File: config.mk
export PLATFORM = sky130hd
export DESIGN_NAME = event_readout_sequencer_flat
export DESIGN_NICKNAME = d
export VERILOG_FILES = /design/src/rtl/event_readout_sequencer_if.sv /design/src/rtl/event_readout_sequencer.sv /design/src/flat_wrapper.sv
export SDC_FILE = /design/constraint.sdc
export NUM_CORES = 1
export LEC_CHECK = 0
export BUFFER_PORTS_ARGS = -buffer_cell sky130_fd_sc_hd__buf_2
export CAP_MARGIN = 10
export CORE_MARGIN = 4
export CORE_UTILIZATION = 40
export CTS_CLUSTER_DIAMETER = 150
export DETAILED_ROUTE_END_ITERATION = 10
export GPL_TIMING_DRIVEN = 0
export PLACE_DENSITY = 0.61
export SLEW_MARGIN = 15
export SYNTH_ARGS = -nofsm -noshare
export SYNTH_HDL_FRONTEND = slang
export SYNTH_SLANG_ARGS = --single-unit
File: constraint.sdc
create_clock -name clk100 -period 2.7 [get_ports clk100]
set_input_delay 0.405 -clock clk100 [delete_from_list [all_inputs] [get_ports clk100]]
set_output_delay 0.405 -clock clk100 [all_outputs]
set_load 0.01 [all_outputs]
File: src/rtl/event_readout_sequencer_if.sv
// Readout FIFO write port: data, write strobe and full-flag backpressure.
interface event_readout_sequencer_if;
    logic [15:0] fifo_din;
    logic        fifo_wr_en;
    logic        fifo_full;

    modport master (output fifo_din, output fifo_wr_en, input fifo_full);
    modport slave  (input fifo_din, input fifo_wr_en, output fifo_full);
endinterface

File: src/rtl/event_readout_sequencer.sv
// Drift-tube event readout: window timing, tube snapshot, tube clear and
// tagged header + per-channel word stream into the readout FIFO.
module event_readout_sequencer #(
    parameter int unsigned WINDOW_CYCLES = 256,
    parameter int unsigned CLR_HOLD      = 11,
    parameter bit          SKIP_EMPTY    = 1'b0,
    parameter logic [7:0]  HDR_TAG       = 8'hF0
) (
    input  logic                        clk100,
    input  logic                        rst_n,
    input  logic                        trig_latched,
    input  logic [255:0]                tube_data,
    event_readout_sequencer_if.master   fifo,
    output logic                        clr_tubes,
    output logic                        busy,
    output logic [7:0]                  evt_count
);

    localparam int unsigned WIN_W  = 16;
    localparam int unsigned HOLD_W = (CLR_HOLD > 1) ? $clog2(CLR_HOLD) : 1;
    localparam int unsigned CH_W   = 5;
    localparam logic [WIN_W-1:0]  WIN_LAST  = WIN_W'(WINDOW_CYCLES - 1);
    localparam logic [HOLD_W-1:0] HOLD_LAST = HOLD_W'(CLR_HOLD - 1);

    typedef enum logic [2:0] {
        IDLE    = 3'd0,
        WINDOW  = 3'd1,
        CAPTURE = 3'd2,
        HEADER  = 3'd3,
        DATA    = 3'd4,
        CLEAR   = 3'd5
    } state_t;

    state_t            state, state_n;
    logic [WIN_W-1:0]  win_cnt, win_n;
    logic [HOLD_W-1:0] hold_cnt, hold_n;
    logic [CH_W-1:0]   ch, ch_n;
    logic [255:0]      snapshot, snap_n;
    logic [7:0]        evt_n;
    logic [7:0]        cur;
    logic              pending;
    logic              skip;
    logic [15:0]       word;

    assign cur = snapshot[{ch, 3'b000} +: 8];

    // State and datapath registers; reset abandons any event in flight.
    always_ff @(posedge clk100 or negedge rst_n) begin
        if (!rst_n) begin
            state     <= IDLE;
            win_cnt   <= '0;
            hold_cnt  <= '0;
            ch        <= '0;
            snapshot  <= '0;
            evt_count <= '0;
            clr_tubes <= 1'b1;
            busy      <= 1'b0;
        end else begin
            state     <= state_n;
            win_cnt   <= win_n;
            hold_cnt  <= hold_n;
            ch        <= ch_n;
            snapshot  <= snap_n;
            evt_count <= evt_n;
            clr_tubes <= (state_n == HEADER) || (state_n == DATA) || (state_n == CLEAR);
            busy      <= (state_n != IDLE);
        end
    end

    // Next-state, pending word and write handshake; a word advances only when written.
    always_comb begin
        state_n = state;
        win_n   = win_cnt;
        hold_n  = hold_cnt;
        ch_n    = ch;
        snap_n  = snapshot;
        evt_n   = evt_count;
        pending = 1'b0;
        skip    = 1'b0;
        word    = '0;
        case (state)
            IDLE: begin
                if (trig_latched) begin
                    state_n = WINDOW;
                    win_n   = '0;
                end
            end
            WINDOW: begin
                if (win_cnt == WIN_LAST) begin
                    state_n = CAPTURE;
                end else begin
                    win_n = win_cnt + WIN_W'(1);
                end
            end
            CAPTURE: begin
                snap_n  = tube_data;
                state_n = HEADER;
            end
            HEADER: begin
                pending = 1'b1;
                word    = {HDR_TAG, evt_count};
                if (!fifo.fifo_full) begin
                    evt_n   = evt_count + 8'd1;
                    ch_n    = '0;
                    state_n = DATA;
                end
            end
            DATA: begin
                skip    = SKIP_EMPTY && (cur == 8'h00);
                pending = !skip;
                word    = {3'b100, ch, cur};
                if (skip || !fifo.fifo_full) begin
                    if (ch == CH_W'(31)) begin
                        state_n = CLEAR;
                        hold_n  = '0;
                    end else begin
                        ch_n = ch + CH_W'(1);
                    end
                end
            end
            CLEAR: begin
                if (hold_cnt == HOLD_LAST) begin
                    if (!trig_latched) begin
                        state_n = IDLE;
                    end
                end else begin
                    hold_n = hold_cnt + HOLD_W'(1);
                end
            end
            default: begin
                state_n = IDLE;
            end
        endcase
        fifo.fifo_wr_en = pending & ~fifo.fifo_full;
        fifo.fifo_din   = pending ? word : 16'h0000;
    end

endmodule
File: src/flat_wrapper.sv
// flat-port wrapper written by rule: the top's interface ports become plain ports
module event_readout_sequencer_flat 
#(
    parameter int unsigned WINDOW_CYCLES = 256,
    parameter int unsigned CLR_HOLD      = 11,
    parameter bit          SKIP_EMPTY    = 1'b0,
    parameter logic [7:0]  HDR_TAG       = 8'hF0
)
  (clk100, rst_n, trig_latched, tube_data, clr_tubes, busy, evt_count, fifo_fifo_din, fifo_fifo_wr_en, fifo_fifo_full);
  event_readout_sequencer_if fifo_i ();
  input  logic clk100;
  input  logic rst_n;
  input  logic trig_latched;
  input  logic [255:0] tube_data;
  output logic clr_tubes;
  output logic busy;
  output logic [7:0] evt_count;
  output wire logic [$bits(fifo_i.fifo_din)-1:0] fifo_fifo_din;
  output wire logic [$bits(fifo_i.fifo_wr_en)-1:0] fifo_fifo_wr_en;
  input wire logic [$bits(fifo_i.fifo_full)-1:0] fifo_fifo_full;
  assign fifo_fifo_din = fifo_i.fifo_din;
  assign fifo_fifo_wr_en = fifo_i.fifo_wr_en;
  assign fifo_i.fifo_full = fifo_fifo_full;
  event_readout_sequencer #(.WINDOW_CYCLES(WINDOW_CYCLES), .CLR_HOLD(CLR_HOLD), .SKIP_EMPTY(SKIP_EMPTY), .HDR_TAG(HDR_TAG)) u_core (.clk100(clk100), .rst_n(rst_n), .trig_latched(trig_latched), .tube_data(tube_data), .fifo(fifo_i), .clr_tubes(clr_tubes), .busy(busy), .evt_count(evt_count));
endmodule
==> summary.txt <==
Setup path
  – CP Buf/Inv Count: 4
  – Startpoint types: flip-flop
  – Kind of critical path: reg -> out
  – Worst path slowest cell: dfrtp_2
  – CP required: around 2.3 ns
  – Crit path max-delay family: buffers and inverters
  – Cell breakdown of the critical path: buf_12 -> buf_8 -> buf_8 -> mux2i_2 -> o22ai_1 -> a211o_1 -> nor4_1 -> nor3_1 -> buf_2
  – Slowest Stage Delay on Critical Path: 0.40 ns
  – Crit end category: output pin
  – Crit Path Max Fanout: 10
  – Cell seen most often among critical-path stages: buf_8
  – CP arrival: ~2.6 ns

Layout
  – Share of layout cells above drive strength 1: 0.574
  – Synthesis-to-finish area growth: 28.5%
  – Multi-input gate area: around 0.0064 sq mm
  – Fill count: between 2k and 3k
  – Fin nets: ~1.6k
  – Sequential cell area: 0.00736 sq mm

Floorplanning
  – Row count: 67
  – Initial cell density of the core: 0.408
  – Die W: slightly below 200 microns
  – Io pins: 287
  – Core Area: roughly 0.034 sq mm
  – Die area: between 0.03 and 0.04 sq mm
  – Die height: a little under 200 microns

Placed design
  – Dpl hpwl: around 30 mm
  – Pre-CTS setup slack: -0.387 ns
  – RePlAce Congestion: about 0.83
  – Port-buffer cells: about 290

Timing
  – Tcrit/Tclk final: 1.13
  – Minimum clock period after layout: between 3 and 4 ns
  – Worst slew pin tran: 0.616 ns
  – Final Worst Setup Slack: -0.344 ns
  – Clk_skew: around 0.017 ns
  – Hold_ws: about 0.12 ns
  – Final hold viol count: 0
  – Max-slew headroom: 0.589
  – RSZ-0062 raised after global routing: yes
  – Maximum clock rate: between 300 and 400 MHz
  – Fin. max-slew vios: 0
  – Setup violators final: 8

Run status
  – Run status: complete, but fails checks
  – Failing checks: negative setup slack

Synth
  – Cells after Synth: between 900 and 1k
  – Synth Cell Area: around 0.014 sq mm
  – Synthesized area per cell: between 10 and 15 sq um
  – Syn nets: roughly 1.2k
  – Yosys warnings: 0
  – EDFF count, synth: 0
  – Top_reg_cell synth: dfrtp_1
  – Library cells used by synthesis: 54
  – Register area share after synthesis: 0.534
  – Synth Register Bits: approximately 290
  – Post-synth ARST share: 1.00

Pwr
  – Final Power: 9.92 mW
  – Leak Pwr: 8.81 nW
  – PwrDens: approximately 560 mW/mm^2
  – Worst VDD drop: about 0.00043 V

Drt
  – Via density: roughly 5.3
  – 1st-iter DRT viols: 372
  – Drt drc: 0
  – Drt pass-1 iters: 5
  – WL/cell: around 22 microns
  – WL final: approximately 40 mm
  – DRT antenna net count: 0
  – Vias: around 9.5k

Clock tree
  – CTS tree: yes
  – Clk_lat worst skew: about 0.51 ns
  – CTS Root Cell: clkbuf_16
  – CTS buffer count: 34
  – Clock Sinks: approximately 300
  – Clock buffer depth: 3
  – CTS H-Tree Depth: 2
  – Clock slew at reported path FFs: 0.06 ns

GRT
  – Total grt overflow: 0
  – Initial antenna violation count: 20
  – Vias in the first global route: approximately 10k
  – Tot GR Track Use: 0.209
  – First-pass GRT wire length: slightly above 60 mm
  – Largest net degree at the start of global routing: 97

Flow run
  – Max Cap Violations: 0

Worst hold path
  – Min-Delay Path Class: in -> reg
==> sequential cells by signal, indices dropped and copies added (netlist names) <==
name              count
u_core.win_cnt       16
u_core.snapshot     256
u_core.ch             5
u_core.busy           1
u_core.evt_count      8
u_core.state          3
u_core.hold_cnt       4
u_core.clr_tubes      1
==> per-stage QoR <==
step                TNS [ns]  cell area (sq um)  cells  utilization
global placement    -1315.19              15800   1710        0.466
global route           -3.22              17700   1790        0.524
detailed placement     -2.56              15800   1713        0.469
finish                 -2.52              17700   1791        0.524
CTS                    -2.60              17400   1776        0.515
floorplan                  0              13800    977            -
==> where the power goes <==
group	switching [mW]	leakage, nW	internal, mW
clock	1.85	0.555	2.85
sequential	0.0681	4.06	4.47
combinational	0.360	4.19	0.327
total	2.28	8.81	7.64
==> cell families after synthesis <==
logic type,Yosys count,share of synthesized area
multiplexers,366,0.326
XOR/XNOR,14,0.00891
AO/OA/AOI/OAI,85,0.0441
adder cells (fa/ha/maj),6,0.00545
buffers and inverters,68,0.0263
AND/OR/NAND/NOR,144,0.0552
flip-flops,294,0.534
==> worst paths after layout <==
path	startpoint	endpoint	slack [ns]	cells after the start
max in group asynchronous	rst_n	u_core.snapshot[56]$_DFFE_PN0P_	1.08	4
hold / removal	tube_data[201]	u_core.snapshot[201]$_DFFE_PN0P_	0.12	2
hold reg to reg	u_core.hold_cnt[3]$_DFFE_PN0P_	u_core.hold_cnt[3]$_DFFE_PN0P_	0.49	1
setup / recovery	u_core.ch[0]$_DFFE_PN0P_	fifo_fifo_din[7]	-0.34	9
min in group asynchronous	rst_n	u_core.win_cnt[15]$_DFFE_PN0P_	0.40	2
setup reg to reg	u_core.ch[2]$_DFFE_PN0P_	u_core.ch[3]$_DFFE_PN0P_	0.18	10
==> what timing repair did <==
item,4_1_cts,5_1_grt
pin swaps,3,11
resized for setup,79,42
cloned,1,1
endpoints found under the hold margin,52,0
buffers inserted,2,9
setup endpoints to repair,14,10
hold buffers,1,0
==> cell usage in the layout (no fill, tap or decap), types with 6 or more instances in the layout <==
cell,count
nand3_1,13
clkbuf_1,14
mux2i_4,21
a311oi_2,6
ha_1,6
o221ai_1,8
nor2_2,6
buf_2,317
a21oi_1,12
buf_8,7
o22ai_1,9
diode_2,6
nor3_1,12
nand2_1,27
and3_1,6
dfrtp_1,291
nor2_1,40
a21boi_0,7
clkbuf_16,35
a211o_1,8
buf_12,6
xor2_1,7
nor4_2,9
mux4_2,40
buf_4,9
mux2_2,257
and2_1,6
mux2i_1,41
mux2i_2,7
xnor2_1,7
o21ai_0,11
==> routing by layer <==
metal	vias to the layer above	routed length, microns	track usage
met3	79	2630	0.0584
met1	4815	17200	0.278
li1	4305	-	-
met4	28	945	0.0590
met5	-	170	0
met2	264	19300	0.340
==> synth_stat cells (all sizes together), types with 2 or more instances <==
cell type,instances,area share
o211ai,2,0.0011
nand2,27,0.0074
nand3b,3,0.0025
a21boi,8,0.0044
a22o,2,0.0013
and3,6,0.0027
xnor2,7,0.0045
nand2b,3,0.0014
nor3,13,0.0051
buf,52,0.022
and4,3,0.0019
mux2i,69,0.050
inv,5,0.0014
dfrtp,293,0.53
nor2b,3,0.0014
nor4,11,0.0064
ha,6,0.0055
o22ai,9,0.0041
and2,6,0.0027
o31ai,5,0.0027
mux4,40,0.065
a311oi,8,0.0051
nand3,13,0.0047
a21o,4,0.0022
nor2,47,0.013
clkbuf,11,0.0030
a21oi,13,0.0047
mux2,257,0.21
o221ai,8,0.0051
nand4,5,0.0027
a211o,8,0.0051
o21ai,13,0.0050
xor2,7,0.0045
==> cell type report <==
class                   instances  area share
repair buffers                302      0.0967
well taps                     448      0.0317
clock buffers                  46      0.0535
diodes                          6    0.000848
inverters                       5     0.00106
plain buffers                  62      0.0259
clock inverters                13      0.0105
multi-input cells             615       0.364
flip-flops and latches        294       0.416
(Power assumes the default switching activity.)
